$ cat src/rtl/rv32_pkg.sv
// Shared types and constants for the RV32 run controller.
package rv32_pkg;

    typedef enum logic [2:0] {
        HOLD,
        RELEASE,
        RUN,
        DONE,
        TIMEOUT
    } run_state_e;

    localparam logic [31:0] TOHOST_ADDR_DEF = 32'h0000_01FC;
    localparam int unsigned EXIT_CODE_W     = 31;

    // Cycle count after reset at which channel ch leaves reset.
    function automatic int unsigned rel_point(input int unsigned hold,
                                              input int unsigned stagger,
                                              input int unsigned ch);
        return hold + ch * stagger;
    endfunction

endpackage

$ cat src/rtl/rv32_rst_stagger.sv
// Staggered per-core reset release: counts cycles since reset/clear and
// releases channel i once the count reaches RST_HOLD + i*STAGGER.
module rv32_rst_stagger
    import rv32_pkg::*;
#(
    parameter int unsigned N_CH     = 2,
    parameter int unsigned RST_HOLD = 4,
    parameter int unsigned STAGGER  = 2
) (
    input  logic            clk,
    input  logic            rstn,
    input  logic            clr,
    output logic [N_CH-1:0] core_rstn,
    output logic            all_rel
);

    localparam int unsigned T_LAST = rel_point(RST_HOLD, STAGGER, N_CH - 1);
    localparam int unsigned TW     = $clog2(T_LAST + 1) + 1;

    logic [TW-1:0]   t;
    logic [N_CH-1:0] rel_c;

    always_comb begin
        rel_c = '0;
        for (int unsigned i = 0; i < N_CH; i++) begin
            rel_c[i] = (32'(t) >= rel_point(RST_HOLD, STAGGER, i));
        end
    end

    // Combinational so the FSM can enter RUN on the edge the last channel rises.
    assign all_rel = rel_c[N_CH-1];

    // t saturates at the last release point; compares stay true from there on.
    always_ff @(posedge clk) begin
        if (!rstn || clr) begin
            t         <= '0;
            core_rstn <= '0;
        end else begin
            if (t != TW'(T_LAST)) begin
                t <= t + TW'(1);
            end
            core_rstn <= rel_c;
        end
    end

endmodule

$ cat src/rtl/rv32_run_ctrl.sv
// Run controller for RV32 cores: staggered reset release, tohost exit
// detection with pass/fail and exit code, and a RUN-cycle watchdog.
module rv32_run_ctrl #(
    parameter int unsigned N_CH        = 2,
    parameter int unsigned RST_HOLD    = 4,
    parameter int unsigned STAGGER     = 2,
    parameter int unsigned CNT_W       = 32,
    parameter int unsigned TIMEOUT     = 100000,
    parameter logic [31:0] TOHOST_ADDR = rv32_pkg::TOHOST_ADDR_DEF
) (
    input  logic                             clk,
    input  logic                             rstn,
    input  logic                             restart,
    input  logic                             mem_we,
    input  logic [31:0]                      mem_addr,
    input  logic [31:0]                      mem_wdata,
    output logic [N_CH-1:0]                  core_rstn,
    output logic                             running,
    output logic                             done,
    output logic                             pass,
    output logic                             timeout,
    output logic [rv32_pkg::EXIT_CODE_W-1:0] exit_code,
    output logic [CNT_W-1:0]                 cycle_cnt
);

    localparam bit               WD_EN   = (TIMEOUT != 0);
    localparam logic [CNT_W-1:0] WD_LAST = CNT_W'(TIMEOUT - 1);

    rv32_pkg::run_state_e state;

    logic exit_hit_c;
    logic wd_hit_c;
    logic clr_c;
    logic all_rel;

    assign exit_hit_c = (state == rv32_pkg::RUN) && mem_we &&
                        (mem_addr == TOHOST_ADDR) && mem_wdata[0];
    assign wd_hit_c   = WD_EN && (state == rv32_pkg::RUN) && (cycle_cnt == WD_LAST);

    // Cores drop into reset on the edge that ends RUN and stay there until restart.
    assign clr_c = exit_hit_c || wd_hit_c ||
                   (state == rv32_pkg::DONE) || (state == rv32_pkg::TIMEOUT);

    rv32_rst_stagger #(
        .N_CH     (N_CH),
        .RST_HOLD (RST_HOLD),
        .STAGGER  (STAGGER)
    ) u_stagger (
        .clk       (clk),
        .rstn      (rstn),
        .clr       (clr_c),
        .core_rstn (core_rstn),
        .all_rel   (all_rel)
    );

    always_ff @(posedge clk) begin
        if (!rstn) begin
            state     <= rv32_pkg::HOLD;
            running   <= 1'b0;
            done      <= 1'b0;
            pass      <= 1'b0;
            timeout   <= 1'b0;
            exit_code <= '0;
            cycle_cnt <= '0;
        end else begin
            case (state)
                rv32_pkg::HOLD, rv32_pkg::RELEASE: begin
                    if (all_rel) begin
                        state     <= rv32_pkg::RUN;
                        running   <= 1'b1;
                        cycle_cnt <= '0;
                    end else if (core_rstn[0]) begin
                        state <= rv32_pkg::RELEASE;
                    end
                end
                rv32_pkg::RUN: begin
                    cycle_cnt <= cycle_cnt + CNT_W'(1);
                    // Exit write takes precedence over a same-cycle watchdog expiry.
                    if (exit_hit_c) begin
                        state     <= rv32_pkg::DONE;
                        running   <= 1'b0;
                        done      <= 1'b1;
                        exit_code <= mem_wdata[31:1];
                        pass      <= (mem_wdata[31:1] == '0);
                    end else if (wd_hit_c) begin
                        state   <= rv32_pkg::TIMEOUT;
                        running <= 1'b0;
                        timeout <= 1'b1;
                        pass    <= 1'b0;
                    end
                end
                rv32_pkg::DONE, rv32_pkg::TIMEOUT: begin
                    if (restart) begin
                        state     <= rv32_pkg::HOLD;
                        done      <= 1'b0;
                        pass      <= 1'b0;
                        timeout   <= 1'b0;
                        exit_code <= '0;
                        cycle_cnt <= '0;
                    end
                end
                default: begin
                    state <= rv32_pkg::HOLD;
                end
            endcase
        end
    end

endmodule
$ cat config.mk
export PLATFORM = sky130hd
export DESIGN_NAME = rv32_run_ctrl
export DESIGN_NICKNAME = d
export VERILOG_FILES = /design/src/rtl/rv32_pkg.sv /design/src/rtl/rv32_rst_stagger.sv /design/src/rtl/rv32_run_ctrl.sv
export SDC_FILE = /design/constraint.sdc
export NUM_CORES = 1
export LEC_CHECK = 0
export ABC_CLOCK_PERIOD_IN_PS = 2620
export CAP_MARGIN = 10
export CORE_MARGIN = 1
export CORE_UTILIZATION = 50
export CTS_BUF_LIST = sky130_fd_sc_hd__clkbuf_4
export DETAILED_ROUTE_END_ITERATION = 12
export DONT_BUFFER_PORTS = 1
export SLEW_MARGIN = 20
export SYNTH_ARGS = -nofsm -noshare
export SYNTH_HDL_FRONTEND = slang
export SYNTH_HIERARCHICAL = 1
export SYNTH_SLANG_ARGS = --single-unit
$ cat constraint.sdc
create_clock -name clk -period 2.62 [get_ports clk]
set_input_delay 0.131 -clock clk [delete_from_list [all_inputs] [get_ports clk]]
set_output_delay 0.131 -clock clk [all_outputs]
set_load 0.01 [all_outputs]
Yosys cells after proc, flatten, opt, wreduce, memory -nomap -nowiden
Cells that the tools add are included.
{"block": "totals", "regBits": 76, "out_inout_bits": 69}
{"block": "op_classes", "n_addsub": 2, "n_lt_le_gt_ge": 2, "eq_ne": 14, "mux": 24, "reduce_logical": 22}
{"op": "$pmux W32 S3", "n": 1}
{"op": "$mux W32", "n": 2}
{"op": "$mux W31", "n": 2}
{"op": "$pmux W31 S2", "n": 1}
{"op": "$add A32 B1 Y32 const B", "n": 1}
{"op": "$eq A32 B17 Y1 const B", "n": 1}
{"op": "$eq A32 B9 Y1 const B", "n": 1}
{"op": "$logic_not A31 Y1", "n": 1}
{"op": "$mux W3", "n": 5}
{"op": "$reduce_and A3 Y1", "n": 5}
{"op": "$ne A2 B2 Y1 const B", "n": 5}
{"op": "$pmux W3 S3", "n": 1}
{"op": "$ge A4 B3 Y1 const B", "n": 2}
{"op": "$mux W1", "n": 8}
{"op": "$pmux W1 S2", "n": 4}
{"op": "$eq A3 B2 Y1 const B", "n": 2}
{"op": "$add A4 B1 Y4 const B", "n": 1}
{"op": "$logic_and A1 B1 Y1", "n": 4}
{"op": "$logic_or A1 B1 Y1", "n": 4}
{"op": "$ne A4 B3 Y1 const B", "n": 1}
{"op": "$reduce_and A4 Y1", "n": 1}
{"op": "$reduce_bool A2 Y1", "n": 2}
{"op": "$reduce_or A2 Y1", "n": 2}
{"op": "$eq A3 B1 Y1 const B", "n": 1}
{"op": "other kinds (6)", "n": 6}

Depth between registers and ports, before layout
{"block": "logic_depth", "ltp_word": 8, "depth_mapped": 8}

Modules after synthesis
Netlist, hierarchy kept.
{"module": "rv32_run_ctrl", "instances": 1, "cells_per_inst": 344, "area_per_inst_um2": 3171.8, "seq_area_each_um2": 1401.3}
{"module": "rv32_rst_stagger", "instances": 1, "cells_per_inst": 25, "area_per_inst_um2": 256.5, "seq_area_each_um2": 120.1}

Worst setup path before layout
Ideal clock, no wire load.
{"block": "synth_timing", "path_kind": "register to register", "startpoint": "register cycle_cnt[4]", "endpoint": "register u_stagger.t[0]", "setup_time_ns": 0.130, "t_arrival_ns": 1.769, "setup_slack_ns": 0.721, "stages_incl_launch_ff": 9, "path_buffers": 1, "cell_sequence": "dfxtp_1 > clkbuf_1 > nor4b_1 > nand4_1 > nor4_1 > a21oi_1 > nand2_1 > nand2b_1 > a311oi_1"}
{"block": "synth_between", "elab_chain_cells": 6}
{"item": "start: declaration", "line_no": "rv32_run_ctrl.sv:23", "rtl": "output logic [CNT_W-1:0] cycle_cnt"}
{"item": "start signal: assignment", "line_no": "rv32_run_ctrl.sv:77", "rtl": "cycle_cnt <= cycle_cnt + CNT_W'(1);"}
{"item": "$eq A32 B17 Y1", "line_no": "rv32_run_ctrl.sv:38", "rtl": "assign wd_hit_c = WD_EN && (state == rv32_pkg::RUN) && (cycle_cnt == WD_LAST);"}
{"item": "$logic_and A1 B1 Y1", "line_no": "rv32_run_ctrl.sv:38"}
{"item": "$logic_or A1 B1 Y1 (2 in series)", "line_no": "rv32_run_ctrl.sv:41", "rtl": "assign clr_c = exit_hit_c || wd_hit_c ||"}
{"item": "$logic_or A1 B1 Y1", "line_no": "rv32_run_ctrl.sv:42", "rtl": "(state == rv32_pkg::DONE) || (state == rv32_pkg::TIMEOUT);"}
{"item": "via clr_c", "line_no": "rv32_run_ctrl.sv:33", "rtl": "logic clr_c;"}
{"item": "$logic_or A1 B1 Y1", "line_no": "rv32_rst_stagger.sv:35", "rtl": "if (!rstn || clr) begin"}
{"item": "end signal: assignment", "line_no": "rv32_rst_stagger.sv:40", "rtl": "t <= t + TW'(1);"}
{"item": "end: declaration", "line_no": "rv32_rst_stagger.sv:20", "rtl": "logic [TW-1:0] t;"}
The timed path passes the listed nets, and every way through them passes these cells.
A chain may end at the register's enable or synchronous reset.

Final worst setup path
{"block": "layout_timing", "startpoint": "register u_stagger.t[2]", "endpoint": "register cycle_cnt[12]"}
{"block": "layout_between", "elab_chain_cells": 3}
{"item": "$ge A4 B3 Y1", "line_no": "rv32_rst_stagger.sv:26", "rtl": "rel_c[i] = (32'(t) >= rel_point(RST_HOLD, STAGGER, i));"}
{"item": "via all_rel", "line_no": "rv32_run_ctrl.sv:34", "rtl": "logic all_rel;"}
{"item": "$ne A2 B2 Y1 (no source line)"}
{"item": "$reduce_and A3 Y1 (no source line)"}
The timed path passes the listed nets, and every way through them passes these cells.

==> run summary <==
largest net degree at the start of global routing = 33
worst min path class = input pin to flip-flop
total congestion overflow = 0
post-CTS setup buffers = 0
Synthesis Warnings = 6
RSZ-0062 raised after global routing = no
# diodes = 0
gp weighted congestion = 0.794
clock slew at reported path FFs = 140 ps
total placed cells including tap cells = 441
synthesized area = 0.00343 mm²
multi-input logic area = 0.00182 mm²
Setup-failing EPs final = 0
Cell Pwr Density = 583 mW/mm²
first-pass GRT wire length = 15100 µm
DR WL/cell = 19.7 µm
core area = 0.00649 mm²
non-filler cells, final = 489
vias in the first global route = 3019
Startpoint Class = flip-flop
Synth Flop Type = dfxtp_1
WL final = 9610 µm
GRT Util Overall = 27.1%
Die Span X = 84.8 µm
vias post-DR = 3204
Vias/cell = 6.55
worst endpoint data arrival time = 2610 ps
Clock Skew = 20.2 ps
CP required = 3000 ps
violated checks = DRC
CTS H-Tree Depth = 3
Max Freq = 448 MHz
Initial DRC Count = 215
Power Total = 2.32 mW
Post-synth EDFFs = 0
crit share post-route = 85.2%
mean post-synth cell area = 9.29 µm²
final hold violations = 0
register area share after synthesis = 44.4%
antenna violations before repair = 0
post-synth top area cell = dfxtp_1
Clk Latency, worst-skew pair = 450 ps
crit path max fanout = 8
Slew HR = 62.6%
FFs w/ async S/R, synth = 0%
CTS tree = yes
Clock Tree Root = clkbuf_4
FF+latch area = 0.00152 mm²
final core occ = 61.4%
fillcell total = 569
Synth Instances = 369
fin nets = 477
Hold WS = 21.1 ps
HPWL Detailed = 6550 µm
fraction of layout cells with a size suffix above 1 = 10.4%
post-synthesis cell type count = 56
setup_tns = 0 ps
First-pass DRT Iterations = 9
status = finished with violations
top cells by area, synth = dfxtp_1, a22o_1, a21oi_1
leading cell type in the layout, fill and taps excluded = dfxtp_1
clk sinks = 76
Peak VDD IR = 0.352 mV
Synth top area share = 44.4%
post-route minimum period = 2230 ps
critical path class = flip-flop to flip-flop
CTS buffer count = 9
fin. max-slew vios = 0
max_cap viols = 0
die span in y = 84.8 µm
row count = 29
drt drc = 15
Leak = 1.34 nW
Clock Tree Buf Depth = 2
Synth Net Count = 439
area grow syn2layout = 16.3%
die area = 0.00719 mm²
Initial Util = 52.8%
commonest cells after routing, fill and taps aside = dfxtp_1, dlygate4sd3_1, a22o_1, a21oi_1, o21ai_0
Synth Register Bits = 76
ANT nets after route = 0
Port Buffers = 0
io pins = 137
CP Capture Type = flip-flop
pin slew with the least headroom to its limit = 557 ps
==> per-stage QoR <==
stage / instance area [µm²] / worst slack (ps)
after floorplan: 3430 / 721
after global placement: 3540 / 416
after detailed placement: 3540 / 437
after CTS: 3990 / 396
after global routing: 3990 / 182
final: 3990 / 388
==> kinds of logic after synthesis <==
family          synth area share, %
flops                          44.4
buf+inv                        3.03
compound gates                 22.3
mux                           0.292
fa+ha+maj                     0.730
simple gates                   26.2
xor+xnor                       3.07
==> cells in the mapped netlist (3+ instances only) <==
cell        n
dfxtp_1    76
a22o_1     31
a21oi_1    28
nor2_1     24
o21ai_0    24
nor4_1     20
nand2_1    18
or3_1      16
nand3_1    14
nand4_1    13
buf_2      11
xor2_1      9
inv_1       7
o2111ai_1   5
and4_1      4
nand2b_1    4
or4_1       4
and3_1      3
nand4b_1    3
nor3_1      3
nor4_2      3
o2111ai_2   3
xnor2_1     3
==> what timing repair did <==
item | CTS | global route
resized for setup | 0 | 0
endpoints found under the hold margin | 44 | 0
hold buffers | 32 | 0
==> path summary, 6_finish.rpt <==
check / startpoint / endpoint / slack [ps] / depth (start not counted)
setup reg to reg: u_stagger/t[2]$_SDFFE_PP0N_ / cycle_cnt[12]$_SDFFE_PN0P_ / 390 / 7
hold reg to reg: u_stagger/t[0]$_SDFFE_PP0N_ / u_stagger/t[0]$_SDFFE_PP0N_ / 520 / 1
hold / removal: mem_wdata[18] / pass$_SDFFE_PN0P_ / 20 / 5
setup / recovery: u_stagger/t[2]$_SDFFE_PP0N_ / cycle_cnt[12]$_SDFFE_PN0P_ / 390 / 7
==> power breakdown <==
group          internal [mW]  total [mW]  switching [mW]  leakage, nW
sequential              1.19        1.24          0.0562        0.613
clock                  0.216       0.692           0.476       0.0698
combinational          0.151       0.389           0.237        0.657
==> state kept, by name (all words and copies together), names as in the netlist, 2 cells and up <==
name,flops
cycle_cnt,32
u_stagger/core_rstn,2
exit_code,31
u_stagger/t,4
state,3
==> layout make-up <==
cell class | count | area share (%)
multi-input cells | 271 | 45.6
repair buffers | 42 | 9.92
inverters | 7 | 0.659
clock buffers | 9 | 1.69
clock inverters | 7 | 1.57
well taps | 77 | 2.42
flip-flops and latches | 76 | 38.2
==> per-layer routing <==
| layer | GRT usage (%) | vias up | wire (µm) |
|---|---|---|---|
| met3 | 6.98 | 16 | 634 |
| met1 | 31.5 | 1543 | 3890 |
| met2 | 47.5 | 134 | 4920 |
| met5 | 0 | - | 0 |
| met4 | 11.2 | 0 | 164 |
| li1 | - | 1511 | - |
==> critical path, stage by stage, from the launching register on <==
cell and delay [ps]:
dfxtp_1 460, a21o_2 210, nand2b_1 100, a21oi_2 280
buf_4 220, o2111ai_2 220, or4b_1 510, a21oi_1 160
Note: power is estimated with default switching activity, not from simulation.
